`src/rtl/breathe_pkg.sv`:
```
// breathe_pkg: shared phase encoding for the breathing LED envelope.
package breathe_pkg;
    localparam int PHASE_W = 2;
    typedef enum logic [PHASE_W-1:0] {
        RAMP_UP   = 2'd0,
        HOLD_HIGH = 2'd1,
        RAMP_DOWN = 2'd2,
        HOLD_LOW  = 2'd3
    } phase_t;
endpackage

```
`src/rtl/breathe_pwm_pwm_core.sv`:
```
// pwm_core: free-running PWM counter, period-boundary duty latch and registered compare.
module pwm_core
    import breathe_pkg::*;
#(
    parameter int PWM_BITS = 8
) (
    input  logic                clkin,
    input  logic                rst,
    input  logic                en,
    input  logic [PWM_BITS-1:0] duty_in,
    output logic                ledout
);
    logic [PWM_BITS-1:0] cnt;
    logic [PWM_BITS-1:0] lat;
    // lat survives en=0 so a resumed period keeps its last brightness
    always_ff @(posedge clkin) begin
        if (rst) begin
            cnt    <= '0;
            lat    <= '0;
            ledout <= 1'b0;
        end else if (!en) begin
            cnt    <= '0;
            ledout <= 1'b0;
        end else begin
            cnt    <= cnt + 1'b1;
            ledout <= cnt < lat;
            if (&cnt)
                lat <= duty_in;
        end
    end
endmodule

```
`src/rtl/breathe_pwm.sv`:
```
// breathe_pwm: tick-paced breathing envelope FSM driving a glitch-free PWM LED.
// Define BREATHE_GAMMA_EN to square the duty before it reaches the PWM compare.
module breathe_pwm
    import breathe_pkg::*;
#(
    parameter int PWM_BITS   = 8,
    parameter int STEP_TICKS = 4,
    parameter int HOLD_STEPS = 16
) (
    input  logic                clkin,
    input  logic                rst,
    input  logic                tick,
    input  logic                en,
    output logic                ledout,
    output logic [PWM_BITS-1:0] duty,
    output logic [PHASE_W-1:0]  phase
);
    localparam int TW = STEP_TICKS > 1 ? $clog2(STEP_TICKS) : 1;
    localparam int HW = $clog2(HOLD_STEPS + 1);
    localparam logic [PWM_BITS-1:0] DMAX = '1;
    phase_t              state_q, state_d;
    logic [PWM_BITS-1:0] duty_d;
    logic [HW-1:0]       hold_q, hold_d, hold_inc;
    logic [TW-1:0]       tcnt_q;
    logic                tick_last, step;
    logic [PWM_BITS-1:0] eff;
    assign tick_last = tcnt_q == TW'(STEP_TICKS - 1);
    assign step      = en && tick && tick_last;
    assign hold_inc  = hold_q + 1'b1;
    assign phase     = state_q;
    always_ff @(posedge clkin) begin
        if (rst) begin
            tcnt_q  <= '0;
            state_q <= RAMP_UP;
            duty    <= '0;
            hold_q  <= '0;
        end else begin
            if (en && tick)
                tcnt_q <= tick_last ? '0 : tcnt_q + 1'b1;
            state_q <= state_d;
            duty    <= duty_d;
            hold_q  <= hold_d;
        end
    end
    // saturation and phase change land on the same step
    always_comb begin
        state_d = state_q;
        duty_d  = duty;
        hold_d  = hold_q;
        if (step) begin
            case (state_q)
                RAMP_UP: begin
                    duty_d = duty + 1'b1;
                    if (duty == DMAX - 1'b1) begin
                        state_d = HOLD_HIGH;
                        hold_d  = '0;
                    end
                end
                HOLD_HIGH: begin
                    hold_d  = hold_inc;
                    state_d = hold_inc == HW'(HOLD_STEPS) ? RAMP_DOWN : HOLD_HIGH;
                end
                RAMP_DOWN: begin
                    duty_d = duty - 1'b1;
                    if (duty == PWM_BITS'(1)) begin
                        state_d = HOLD_LOW;
                        hold_d  = '0;
                    end
                end
                default: begin
                    hold_d  = hold_inc;
                    state_d = hold_inc == HW'(HOLD_STEPS) ? RAMP_UP : HOLD_LOW;
                end
            endcase
        end
    end
`ifdef BREATHE_GAMMA_EN
    logic [2*PWM_BITS-1:0] sq;
    assign sq  = {{PWM_BITS{1'b0}}, duty} * {{PWM_BITS{1'b0}}, duty};
    assign eff = duty == DMAX ? DMAX : PWM_BITS'(sq >> PWM_BITS);
`else
    assign eff = duty;
`endif
    pwm_core #(.PWM_BITS(PWM_BITS)) u_pwm (
        .clkin  (clkin),
        .rst    (rst),
        .en     (en),
        .duty_in(eff),
        .ledout (ledout)
    );
endmodule

```
`config.mk`:
```
export PLATFORM = sky130hd
export DESIGN_NAME = breathe_pwm
export DESIGN_NICKNAME = d
export VERILOG_FILES = /design/src/rtl/breathe_pkg.sv /design/src/rtl/breathe_pwm_pwm_core.sv /design/src/rtl/breathe_pwm.sv
export SDC_FILE = /design/constraint.sdc
export NUM_CORES = 1
export LEC_CHECK = 0
export ABC_AREA = 1
export CAP_MARGIN = 25
export CORE_ASPECT_RATIO = 1.2
export CORE_MARGIN = 2
export CORE_UTILIZATION = 62
export CTS_CLUSTER_SIZE = 30
export DETAILED_ROUTE_END_ITERATION = 16
export PLACE_DENSITY = 0.84
export SYNTH_ARGS = -nofsm -noshare
export SYNTH_HDL_FRONTEND = slang
export SYNTH_SLANG_ARGS = --single-unit
```
`constraint.sdc`:
```
create_clock -name clkin -period 2.4 [get_ports clkin]
set_input_delay 0.6 -clock clkin [delete_from_list [all_inputs] [get_ports clkin]]
set_output_delay 0.6 -clock clkin [all_outputs]
set_load 0.03 [all_outputs]
```
==> run metrics, run 1 <==
top cell family by delay on the critical path buffers and inverters; area of placed instances 2070 µm²; Async SR Flop Fraction 0; transition time at the pin with the least slew margin 0.306 ns; drt first-iter violations 44; Max Slew Vio Count 0; Setup Viol. Count Final 0; CP required 1.80 ns; Min-Delay Startpoint u_pwm.lat[5]$_SDFFE_PP0P_; Min-Delay Path Class flip-flop to flip-flop; CP startpoint kind flip-flop; RePlAce Congestion 0.896; Synth top area share 0.362; PnR worst setup slack 0.219 ns; Crit Path Class flip-flop to primary output; first-pass GRT wire length 6.53 mm; share of post-route cells with drive strength above 1 0.124; final worst path period need 2.18 ns; EDFF count, synth 0; initial antenna violation count 0; vias in the first global route 1531; first-pass detailed-route iteration total 4; PD cells 443 nW/µm²; Netlist cell types 30; Area Growth Syn to Fin 13.2%; crit path launch duty[6]$_SDFFE_PP0P_; fin util 0.750; Buf+Inv Stages, Crit Path 1; Setup TNS 0 ns; CTS resizes 0; final worst path period share 0.909; NumNets Final 300; Seq cells post-synth 34; sequential share of the synthesized area 0.362; pin count of the biggest net entering global routing 11; largest cells by area after synthesis dfxtp_1, nand2_1, ha_1; Hold-fix buffers, CTS 0; H-tree levels 2; Initial Util 0.663; LEAKAGE 0.825 nW; WP data arrival 1.58 ns; peak supply drop 0.399 mV; core area 2840 µm²; slew margin rel. 0.795; DRC errors left 0; maxcap violations 0; worst skew pair latency 0.34 ns; Mapped Area 1880 µm²; I/O Pins 15; ANT cells 0; max frequency 0.459 GHz; postcts setup bufs 0; Syn Area/Cell 7.23 µm²; slowest cell on the critical path clkdlybuf4s50_1; yosys warns 0; Post-Syn Instances 260; most common flop cell mapped by yosys dfxtp_1; FP Rows 21; status complete, no violations; CTS Buffer Depth 2; unrepaired setup endpoints after global routing false; crit-path max cell delay 0.73 ns; FF-to-FF Start tcnt_q[0]$_SDFFE_PP0P_; Inserted Clock Buffers 5; Die Y 64.3 µm; Reg clk slew, reported paths 0.10 ns; Non-Filler Instances 316; CP endpoint kind primary output; total track usage 0.254; dpl hpwl 2.89 mm; largest area contributor in the netlist dfxtp_1; Via Count 1684; DP Cell Count 308; Post-Route WL 3.84 mm; Sink Count 34; die area 3490 µm²; CP Max Fanout 8; syn_nets 279; pre-CTS setup slack 0.376 ns; Die X 54.3 µm; DR vias/cell 5.33; gr ovfl total 0; number of fill cells 239; Final Hold Vio Count 0; Port Buf Inserts 14; CP cell instances clkdlybuf4s50_1; CTS tree done; Root Buffer clkbuf_4; Routed Antenna Nets 0; Design Area, Final 2130 µm²; clock skew 0.00471 ns; drt wl/cell 12.1 µm
## kinds of logic after synthesis
kind of cell               after synthesis  share of synthesized area
AOI/OAI and AO/OA                       44                      0.126
DFF                                     34                      0.362
adders and majority gates               15                     0.0998
xor gates and xnor gates                 4                     0.0186
buffers and inverters                   37                     0.0772
and+or+nand+nor                        126                      0.317
## cells in the final DEF, fill, tap and decap left out, drive strengths merged
master,synthesis,layout
nor3,5,5
clkdlybuf4s50,0,14
o21a,2,2
a31oi,1,1
xor2,2,2
a21oi,29,29
clkbuf,0,7
clkinv,4,5
buf,2,2
nor2,34,34
o21ai,11,11
dfxtp,34,34
ha,15,15
nand3b,2,2
inv,31,31
nand3,15,15
nand4,5,5
nand2,65,65
xnor2,2,2
a211oi,1,1
## Yosys cell counts (3+ instances only)
library cell and number:
nand2_1 60, dfxtp_1 34, nor2_1 29, a21oi_1 28, inv_1 24, ha_1 15, nand3_1 12, o21ai_0 8
inv_2 7, nand2_2 5, nand4_1 5, clkinv_1 3, nor2_4 3, nor3_2 3
## per-layer routing
metal  vias to the layer above  track usage  part of all wire  routed length [µm]
met1                       742        0.297              0.42                1630
met4                         0       0.0750            0.0099                  38
met3                         4       0.0584             0.043                 165
li1                        889            -                 -                   -
met2                        49        0.441              0.52                2000
met5                         -            0                 0                   0
## metrics by stage
stage	total power [mW]	hold slack, ns
CTS	0.950	0.473
detailed placement	0.627	0.457
floorplan	0.610	0.441
finish	0.944	0.470
global placement	0.625	0.456
global route	0.984	0.490
## power breakdown
group	internal, mW	total (mW)	leakage [nW]	switching [mW]
combinational	0.0161	0.0413	0.516	0.0252
sequential	0.568	0.573	0.274	0.00457
clock	0.142	0.330	0.0353	0.188
total	0.726	0.944	0.825	0.218
## worst min-delay path, cell delays in order (launching register included)
cell	delay [ns]
dfxtp_1	0.32
nand2_1	0.06
a21oi_1	0.05
## area by class of cell
cell class	instances	area, µm²	share of cell area
multi-input combinational	189	1050	0.495
sequential	34	681	0.320
inverter	35	136	0.0640
tap	34	42.5	0.0200
clock inverter	1	5.00	0.00235
timing repair buffer	16	155	0.0729
clock buffer	7	55.1	0.0259
## state kept, by name, summed over array words and instances, names as in the netlist
name	count
u_pwm.ledout	1
duty	8
u_pwm.lat	8
tcnt_q	2
hold_q	5
phase	2
u_pwm.cnt	8
## worst paths after layout
| check | cells past startpoint | slack [ns] | to |
|---|---|---|---|
| worst min register to register | 2 | 0.47 | u_pwm.lat[5]$_SDFFE_PP0P_ |
| worst max register to register | 8 | 0.89 | duty[2]$_SDFFE_PP0P_ |
| worst max-delay path | 1 | 0.22 | duty[6] |
| worst min-delay path | 2 | 0.47 | u_pwm.lat[5]$_SDFFE_PP0P_ |
Note: power is estimated with default switching activity, not from simulation.
==> inputs of run 2 (changes only) <==
GPL_ROUTABILITY_DRIVEN = 0   (was unset)
==> run 2 against run 1 <==
  * Register-to-register slack gained 0.05 ns
  * Routed wire length is 0.39% higher
  * Die area unchanged
  * First-iteration DRC count rose by 11%
  * Power down 1.7%
  * Critical path type unchanged
==> run metrics, run 2 (synthesis results as in run 1) <==
Final Hold Vio Count 0 (unchanged); number of fill cells 243 (+1.7%); FF-to-FF Start tcnt_q[0]$_SDFFE_PP0P_; Reg clk slew, reported paths 0.10 ns (about the same); commonest non-fill, non-tap cell in the layout nand2_1; postcts setup bufs 0 (unchanged); largest registers duty: 8 flops, u_pwm.cnt: 8 flops, u_pwm.lat: 8 flops; Die Y 64.3 µm (unchanged); core area 2840 µm² (unchanged); Routed Antenna Nets 0 (unchanged); crit-path max cell delay 0.73 ns (about the same); most frequent cells in the layout nand2_1, dfxtp_1, nor2_1; Min-Delay Path Class flip-flop to flip-flop; Post-Route WL 3.85 mm (+0.39%); CTS resizes 0 (unchanged); area of placed instances 2070 µm² (unchanged); CTS tree done; CP endpoint kind primary output; DP Cell Count 308 (unchanged); worst reg-to-reg setup slack 0.94 ns (+0.05 ns); Port Buf Inserts 14 (unchanged); CTS Buffer Depth 2 (unchanged); WHS Endpoint u_pwm.lat[1]$_SDFFE_PP0P_; die area 3490 µm² (unchanged); pin count of the biggest net entering global routing 11 (unchanged); max frequency 0.458 GHz (-0.20%); slowest cell on the critical path clkdlybuf4s50_1; drt first-iter violations 49 (+11%); Root Buffer clkbuf_4; vias in the first global route 1547 (+1.0%); drt wl/cell 12.3 µm (+1.0%); DR vias/cell 5.34 (+0.16%); Design Area, Final 2120 µm² (-0.41%); initial antenna violation count 0 (unchanged); maxcap violations 0 (unchanged); slew margin rel. 0.792 (-0.00291); FP Rows 21 (unchanged); Hold-fix buffers, CTS 0 (unchanged); worst skew pair latency 0.33 ns (about the same); first-pass GRT wire length 6.42 mm (-1.7%); dpl hpwl 2.93 mm (+1.4%); Max Slew Vio Count 0 (unchanged); clock skew 0.00379 ns (-0.000912 ns); Min-Delay Startpoint u_pwm.lat[1]$_SDFFE_PP0P_; peak supply drop 0.462 mV (+16%); CP startpoint kind flip-flop; Crit Path Class flip-flop to primary output; final worst path period need 2.19 ns (+0.00440 ns); LEAKAGE 0.820 nW (-0.62%); ANT cells 0 (unchanged); CP cell instances clkdlybuf4s50_1; Setup TNS 0 ns (unchanged); Non-Filler Instances 314 (-0.63%); Via Count 1676 (-0.48%); Area Growth Syn to Fin 12.8%; H-tree levels 2 (unchanged); top cell family by delay on the critical path buffers and inverters; total track usage 0.251 (-0.00234); PD cells 438 nW/µm² (-1.3%); NumNets Final 300 (unchanged); transition time at the pin with the least slew margin 0.312 ns (+0.00583 ns); PnR worst setup slack 0.215 ns (-0.00440 ns); Initial Util 0.663 (unchanged); CP required 1.80 ns (about the same); unrepaired setup endpoints after global routing false; Sink Count 34 (unchanged); pre-CTS setup slack 0.380 ns (+0.00472 ns); Inserted Clock Buffers 5 (unchanged); first-pass detailed-route iteration total 4 (unchanged); share of post-route cells with drive strength above 1 0.121 (-0.00268); status complete, no violations; Setup Viol. Count Final 0 (unchanged); worst r2r dst hold_q[3]$_SDFFE_PP0P_; gr ovfl total 0 (unchanged); DRC errors left 0 (unchanged); Worst R2R Path Depth 8 (unchanged); final worst path period share 0.910 (+0.00183); Buf+Inv Stages, Crit Path 1 (unchanged); CP Max Fanout 8 (unchanged); I/O Pins 15 (unchanged); Die X 54.3 µm (unchanged); worst hold path depth 2 (unchanged); WP data arrival 1.59 ns (about the same)
[run 2: changes by cell type in the layout (fill, tap and decap cells not counted), sizes merged]
cell / previous run / this run
clkbuf: 7 / 6
clkinv: 5 / 4
[run 2: metrics by stage]
step                      hold slack, ns  utilization  power, mW
after detailed placement           0.459        0.729      0.626
after global placement             0.454        0.729      0.625
after CTS                          0.473        0.747      0.937
final                              0.471        0.747      0.928
after global routing               0.497        0.747      0.968
after floorplan                    0.441            -      0.610
[run 2: metal layers]
layer	share of wire	track usage	wire, µm	up-vias
li1	-	-	-	883
met1	0.41	0.271	1590	745
met2	0.52	0.440	2000	37
met3	0.038	0.0724	146	11
met4	0.031	0.100	119	0
met5	0	0	0	-
[run 2: worst max path at each step]
stage | startpoint | endpoint | slack [ns] | cells after the start
after floorplan | duty[0]$_SDFFE_PP0P_ | hold_q[4]$_SDFFE_PP0P_ | 0.92 | 8
after global placement | en | hold_q[0]$_SDFFE_PP0P_ | 0.42 | 8
after detailed placement | en | hold_q[0]$_SDFFE_PP0P_ | 0.38 | 8
after CTS | duty[6]$_SDFFE_PP0P_ | duty[6] | 0.21 | 1
after global routing | duty[6]$_SDFFE_PP0P_ | duty[6] | 0.17 | 1
final | duty[6]$_SDFFE_PP0P_ | duty[6] | 0.21 | 1
[run 2: cell type report]
| cell class | count | area, µm² | area share |
|---|---|---|---|
| Multi-Input combinational cell | 189 | 1050 | 0.497 |
| Tap cell | 34 | 42.5 | 0.0201 |
| Inverter | 35 | 136 | 0.0643 |
| Sequential cell | 34 | 681 | 0.321 |
| Timing Repair Buffer | 16 | 155 | 0.0732 |
| Clock buffer | 6 | 51.3 | 0.0242 |
[run 2: worst min-delay path, stage by stage (launching register included)]
cell	delay (ns)
dfxtp_1	0.32
nand2_1	0.06
a21oi_1	0.05
[run 2: report_power, final]
part	leakage, nW	switching (mW)	internal (mW)
combinational	0.516	0.0242	0.0160
clock	0.0302	0.184	0.132
sequential	0.274	0.00411	0.568
total	0.820	0.212	0.716
